$ cat src/rtl/prio_irq_ctrl_if.sv
// Request/grant bundle between interrupt sources, the priority controller and its sequencer.
interface prio_irq_ctrl_if #(
    parameter int unsigned N = 8
);
    localparam int unsigned W = $clog2(N);

    logic         en;
    logic [N-1:0] req;
    logic [N-1:0] mask;
    logic         ack;
    logic         valid;
    logic [W-1:0] id;
    logic [N-1:0] pending;

    modport master (output en, req, mask, ack, input valid, id, pending);
    modport slave  (input en, req, mask, ack, output valid, id, pending);
endinterface

$ cat src/rtl/prio_irq_ctrl.sv
// Registered priority interrupt controller: edge-captured pending bits, per-line mask,
// fixed or round-robin selection, valid/ack grant handshake.
module prio_irq_ctrl #(
    parameter int unsigned N  = 8,
    parameter bit          RR = 1'b0
) (
    input  logic           clk,
    input  logic           rst,
    prio_irq_ctrl_if.slave bus
);
    localparam int unsigned W = $clog2(N);

    typedef enum logic {IDLE, GRANT} state_t;

    state_t       state_q;
    logic [N-1:0] req_q;
    logic [N-1:0] pending_q;
    logic [W-1:0] id_q;
    logic [W-1:0] last_q;
    logic         valid_q;

    logic [N-1:0] rise;
    logic [N-1:0] clr;
    logic [N-1:0] pending_d;
    logic [N-1:0] eligible;
    logic [W-1:0] sel_fixed;
    logic [W-1:0] sel_rr;
    logic [W-1:0] sel;
    int unsigned  rr_idx;

    assign rise     = bus.req & ~req_q;
    assign eligible = pending_q & ~bus.mask;

    // Rise is OR-ed in after the clear so a same-cycle new edge survives the ack.
    always_comb begin
        clr = '0;
        if (state_q == GRANT && bus.ack) begin
            clr[id_q] = 1'b1;
        end
        pending_d = (pending_q & ~clr) | rise;
    end

    // Later loop hits override earlier ones, so the last match is the highest priority.
    always_comb begin
        sel_fixed = '0;
        for (int unsigned i = 0; i < N; i++) begin
            if (eligible[i]) sel_fixed = W'(i);
        end
        sel_rr = '0;
        rr_idx = 0;
        for (int unsigned off = N; off >= 1; off--) begin
            rr_idx = (32'(last_q) + N - off) % N;
            if (eligible[W'(rr_idx)]) sel_rr = W'(rr_idx);
        end
        sel = RR ? sel_rr : sel_fixed;
    end

    always_ff @(posedge clk or posedge rst) begin
        if (rst) begin
            state_q   <= IDLE;
            req_q     <= '0;
            pending_q <= '0;
            id_q      <= '0;
            last_q    <= '0;
            valid_q   <= 1'b0;
        end else begin
            req_q     <= bus.req;
            pending_q <= pending_d;
            case (state_q)
                IDLE: begin
                    if (bus.en && (eligible != '0)) begin
                        state_q <= GRANT;
                        id_q    <= sel;
                        valid_q <= 1'b1;
                    end
                end
                GRANT: begin
                    // id stays frozen until the sequencer accepts it.
                    if (bus.ack) begin
                        state_q <= IDLE;
                        valid_q <= 1'b0;
                        if (RR) last_q <= id_q;
                    end
                end
                default: begin
                    state_q <= IDLE;
                    valid_q <= 1'b0;
                end
            endcase
        end
    end

    assign bus.valid   = valid_q;
    assign bus.id      = id_q;
    assign bus.pending = pending_q;
endmodule

$ cat src/flat_wrapper.sv
// flat-port wrapper written by rule: the top's interface ports become plain ports
module prio_irq_ctrl_flat 
#(
    parameter int unsigned N  = 8,
    parameter bit          RR = 1'b0
)
  (clk, rst, bus_en, bus_req, bus_mask, bus_ack, bus_valid, bus_id, bus_pending);
  prio_irq_ctrl_if #(.N(N)) bus_i ();
  input  logic clk;
  input  logic rst;
  input wire logic [$bits(bus_i.en)-1:0] bus_en;
  input wire logic [$bits(bus_i.req)-1:0] bus_req;
  input wire logic [$bits(bus_i.mask)-1:0] bus_mask;
  input wire logic [$bits(bus_i.ack)-1:0] bus_ack;
  output wire logic [$bits(bus_i.valid)-1:0] bus_valid;
  output wire logic [$bits(bus_i.id)-1:0] bus_id;
  output wire logic [$bits(bus_i.pending)-1:0] bus_pending;
  assign bus_i.en = bus_en;
  assign bus_i.req = bus_req;
  assign bus_i.mask = bus_mask;
  assign bus_i.ack = bus_ack;
  assign bus_valid = bus_i.valid;
  assign bus_id = bus_i.id;
  assign bus_pending = bus_i.pending;
  prio_irq_ctrl #(.N(N), .RR(RR)) u_core (.clk(clk), .rst(rst), .bus(bus_i));
endmodule
$ cat config.mk
export PLATFORM = sky130hd
export DESIGN_NAME = prio_irq_ctrl_flat
export DESIGN_NICKNAME = d
export VERILOG_FILES = /design/src/rtl/prio_irq_ctrl_if.sv /design/src/rtl/prio_irq_ctrl.sv /design/src/flat_wrapper.sv
export SDC_FILE = /design/constraint.sdc
export NUM_CORES = 1
export LEC_CHECK = 0
export BUFFER_PORTS_ARGS = -buffer_cell sky130_fd_sc_hd__buf_2
export CAP_MARGIN = 20
export CORE_MARGIN = 5
export CORE_UTILIZATION = 46
export CTS_CLUSTER_SIZE = 14
export DETAILED_ROUTE_END_ITERATION = 8
export GPL_TIMING_DRIVEN = 0
export MAX_ROUTING_LAYER = met4
export PLACE_DENSITY = 0.84
export SYNTH_ARGS = -nofsm -noshare
export SYNTH_HDL_FRONTEND = slang
export SYNTH_SLANG_ARGS = --single-unit
$ cat constraint.sdc
create_clock -name clk -period 2.15 [get_ports clk]
set_clock_uncertainty 0.2 [all_clocks]
set_input_delay 0.3225 -clock clk [delete_from_list [all_inputs] [get_ports clk]]
set_output_delay 0.3225 -clock clk [all_outputs]
set_load 0.1 [all_outputs]
# Word level (Yosys, flattened, before mapping)
# Cells that the tools add are included.
# classes
reduce_logical,6
bitwise_logic,8
n_eq_ne,2
n_lt_le_gt_ge,2
mux,16
# ops
op,n
bitwise AND 8 bit,3
NOT 8 bit,3
2-to-1 mux 3 bit,6
2-to-1 mux 8 bit,1
OR 8 bit,1
nonzero test 8 bit,1
2-to-1 mux 1 bit,6
less-than comparator 3 x 4 -> 1 bit (second input constant),1
one-hot mux 1 bit (2 select lines),2
AND reduction 2 bit,2
demux 1 bit (select 3 bit),1
>= comparator 3 x 1 -> 1 bit (second input constant),1
logical AND 1 bit,3
inequality test 2 x 1 -> 1 bit (second input constant),1
inequality test 2 bit (second input constant),1
NOT 1 bit,1
# totals
output_inout_bits,12
inputBits,20
wordCells,39
ff_bits,21

# Depth between registers and ports, before layout
# logic_depth
depth_word,9
ltp_mapped,4

# Worst setup path after synthesis
# No wires, ideal clock.
# synth_timing
path_kind,flip-flop to flip-flop
start,reg u_core.pending_q[6] (netlist: u_core.bus.pending[6])
end,reg u_core.id_q[2] (netlist: u_core.bus.id[2])
required_time_ns,1.823
period_less_slack_ns,2.240
stages_incl_launch_ff,5
path_slack_ns,-0.090
n_path_buf,0
setup_ns,0.127
arrival_ns,1.913
cell_sequence,dfrtp_1 > nand2b_2 > nand4_1 > o41a_1 > mux2_4
# synth_via
elab_chain_len,4
# synth_rtl
item,line_no,text
start: declaration,prio_irq_ctrl.sv:17,logic [N-1:0] pending_q;
start signal: assignment,prio_irq_ctrl.sv:68,pending_q <= pending_d;
bitwise AND 8 bit (*),prio_irq_ctrl.sv:32,assign eligible = pending_q & ~bus.mask;
nonzero test 8 bit,prio_irq_ctrl.sv:71,if (bus.en && (eligible != '0)) begin
logical AND 1 bit,prio_irq_ctrl.sv:71,
AND reduction 2 bit (no source line),--,
end signal: assignment,prio_irq_ctrl.sv:73,id_q <= sel;
end: declaration,prio_irq_ctrl.sv:18,logic [W-1:0] id_q;
# Every way passes the cells marked *; elsewhere a longest branch is shown, timed or not.
# A chain may end at the register's enable or synchronous reset.

# Final worst setup path
# layout_timing
start,reg u_core.pending_q[6] (netlist: u_core.bus.pending[6])
end,reg u_core.id_q[0] (netlist: u_core.bus.id[0])
# The elaborated chain is that of the path after synthesis.

==> results.json <==
{
  "rsz0062_at_grt": "false",
  "crit_type": "flip-flop to flip-flop",
  "drtIter0Drc": 15,
  "tightestPinTransition_ps": 766.3,
  "nFillCells": 145,
  "min_to": "u_core.bus.valid$_DFFE_PP0P_",
  "layout-drive-gt1-share": 0.3833,
  "critPathMaxFanout": 5,
  "routed_via_density": 4.876,
  "firstDrtPassIters": 7,
  "rr_startpoint": "u_core.bus.pending[6]$_DFF_PP0_",
  "numPortBuffers": 31,
  "worstPathArrival_ps": 1840,
  "overflow": 0,
  "synthArstFlopShare": 1.000,
  "setup_viol": 0,
  "path_clk_slew_ps": 120,
  "finalSetupTns_ps": 0,
  "clkSinkCount": 21,
  "syn_to_final_growth_pct": 36.20,
  "p_sw_frac": 0.4987,
  "htreeDepth": 1,
  "hold_class": "primary input to flip-flop",
  "min_period_over_period": 0.8625,
  "grt_usage": 0.1560,
  "gp_congestion": 0.7544,
  "synth_edf_count": 0,
  "grt_pass1_wl_mm": 3.187,
  "dieArea_um2": 2827,
  "reg2reg_slack_ps": 300,
  "final_antenna_net_count": 0,
  "drc_errors": 0,
  "cellPowerDensity_nw_per_um2": 1123,
  "cp-start-kind": "flip-flop",
  "synthFlopType": "dfrtp_1",
  "drv_cap": 0,
  "clkLatencyLatePin_ps": 300,
  "ys_seq_elements": 21,
  "die_y_um": 53.17,
  "synth_top_cell_by_area": "dfrtp_1",
  "worstRegToRegCells": 4,
  "synthTopCellsByArea": "dfrtp_1, o21ai_0, inv_1, nand2b_2, mux2_4",
  "worstReg2RegEnd": "u_core.bus.id[0]$_DFFE_PP0P_",
  "netlist_area_um2": 857.1,
  "vias": 707,
  "endpoint_kind": "flip-flop",
  "cts_buffers": 3,
  "nets": 141,
  "p_clk_frac": 0.142,
  "yosys_warnings": 0,
  "hold_ws_ps": 31.13,
  "place_inst": 132,
  "antenna_cells": 0,
  "root_buffer": "clkbuf_4",
  "routed_wl_mm": 1.884,
  "hpwlAfterDp_mm": 1.374,
  "min_from": "bus_ack",
  "cts_resized": 0,
  "syn_nets": 96,
  "holdPathStages": 2,
  "final_max_slew_viol_count": 0,
  "power.total_mw": 1.311,
  "ios": 32,
  "switchingPower_uw": 654.1,
  "clockBufferDepth": 2,
  "antenna_found_initial": 0,
  "floorplan.initialDensity": 0.4910,
  "cp_data_required_time_ps": 2140,
  "grt_pass1_vias": 742,
  "timing.final.hold_violations": 0,
  "coreArea_um2": 1745,
  "leakage_nw": 0.5496,
  "post-route-util": 0.6688,
  "p_int_uw": 657.4,
  "seqPwrFrac": 0.394,
  "die_x_um": 53.17,
  "syn_inst": 76,
  "post-route-min-period_ps": 1854,
  "synth_cell_types": 19,
  "slew_headroom": 0.4886,
  "num_rows": 15,
  "grt_max_degree": 22,
  "seq_area_frac_synth": 0.6131,
  "synth_commonest_cells": "dfrtp_1, o21ai_0, inv_1, nand2_1, nand2b_2",
  "synth_most_common_cell": "dfrtp_1",
  "status": "finished, final reports clean",
  "synth_top_area_frac": 0.6131,
  "instances_no_fill": 145,
  "cts_tree": "yes",
  "routedWlPerCell_um": 12.99,
  "avgSynthCellArea_um2": 11.28,
  "timing.fmax_ghz": 0.5393,
  "peakVddDrop_mv": 0.8724,
  "power_frac_comb": 0.464
}
-- metrics by stage --
step / instance area, um2 / setup slack (ps)
4_1_cts: 1167 / 306.4
3_3_place_gp: 1051 / 317.4
3_5_place_dp: 1051 / 290.0
6_report: 1167 / 295.7
2_1_floorplan: 864.6 / 35.40
5_1_grt: 1167 / 221.9
-- repair_timing --
item | CTS | global route
hold buffers | 9 | 0
buffers inserted | 0 | 0
hold endpoints to repair | 29 | 0
-- critical path, stage by stage, from the launching register on --
cell	delay (ps)
dfrtp_2	440
nand2b_2	110
nand4_1	120
o41a_1	550
mux2_4	330
-- power groups by stage --
| stage | clock network [mW] | logic [mW] | registers (mW) |
|---|---|---|---|
| after floorplan | 0 | 0.124 | 0.882 |
| after global placement | 0 | 0.589 | 0.521 |
| after detailed placement | 0 | 0.596 | 0.525 |
| after CTS | 0.191 | 0.610 | 0.517 |
| after global routing | 0.203 | 0.640 | 0.529 |
| final | 0.186 | 0.608 | 0.517 |
-- state kept, by name (all words and copies together) (netlist names) --
register,cells
u_core.bus.valid,1
u_core.bus.id,3
u_core.req_q,8
u_core.state_q,1
u_core.bus.pending,8
-- area by class of cell --
cell class / instances / area (um2) / share of cell area
Sequential cell: 21 / 533.0 / 0.4566
Tap cell: 25 / 31.28 / 0.02680
Timing Repair Buffer: 40 / 245.2 / 0.2101
Multi-Input combinational cell: 43 / 286.5 / 0.2454
Inverter: 12 / 45.04 / 0.03859
Clock buffer: 4 / 26.28 / 0.02251
-- worst max path at each step --
stage                                         start                           end  cells past startpoint
CTS                 u_core.bus.pending[6]$_DFF_PP0_  u_core.bus.id[0]$_DFFE_PP0P_                      4
global route        u_core.bus.pending[6]$_DFF_PP0_  u_core.bus.id[0]$_DFFE_PP0P_                      4
floorplan           u_core.bus.pending[1]$_DFF_PP0_  u_core.bus.id[2]$_DFFE_PP0P_                      3
detailed placement                      bus_mask[7]  u_core.bus.id[0]$_DFFE_PP0P_                      5
finish              u_core.bus.pending[6]$_DFF_PP0_  u_core.bus.id[0]$_DFFE_PP0P_                      4
global placement                        bus_mask[7]  u_core.bus.id[2]$_DFFE_PP0P_                      5
-- cell families (layout without fill, tap and decap cells) --
kind of cell | after synthesis | after routing | share of synthesized area
AO/OA/AOI/OAI | 23 | 23 | 0.1635
buffers and inverters | 12 | 56 | 0.05255
flip-flops | 21 | 21 | 0.6131
multiplexers | 3 | 3 | 0.04672
AND/OR/NAND/NOR | 17 | 17 | 0.1241
-- layout by cell type (no fill, tap or decap), types with 3 or more instances in the layout --
cell type,Yosys,routed
nand2_1,4,4
dfrtp_1,21,15
dfrtp_2,0,6
nand2b_2,4,4
clkbuf_4,0,3
o21ai_0,14,14
inv_1,12,12
dlygate4sd3_1,0,9
buf_2,0,31
nand2b_1,3,3
nor2b_1,3,3
-- metal layers --
metal	share of wire	GRT usage
met1	0.37	0.1805
met2	0.54	0.2913
met3	0.084	0.01972
met4	0.0085	0.02553
met5	0	-
Note: power is estimated with default switching activity, not from simulation.
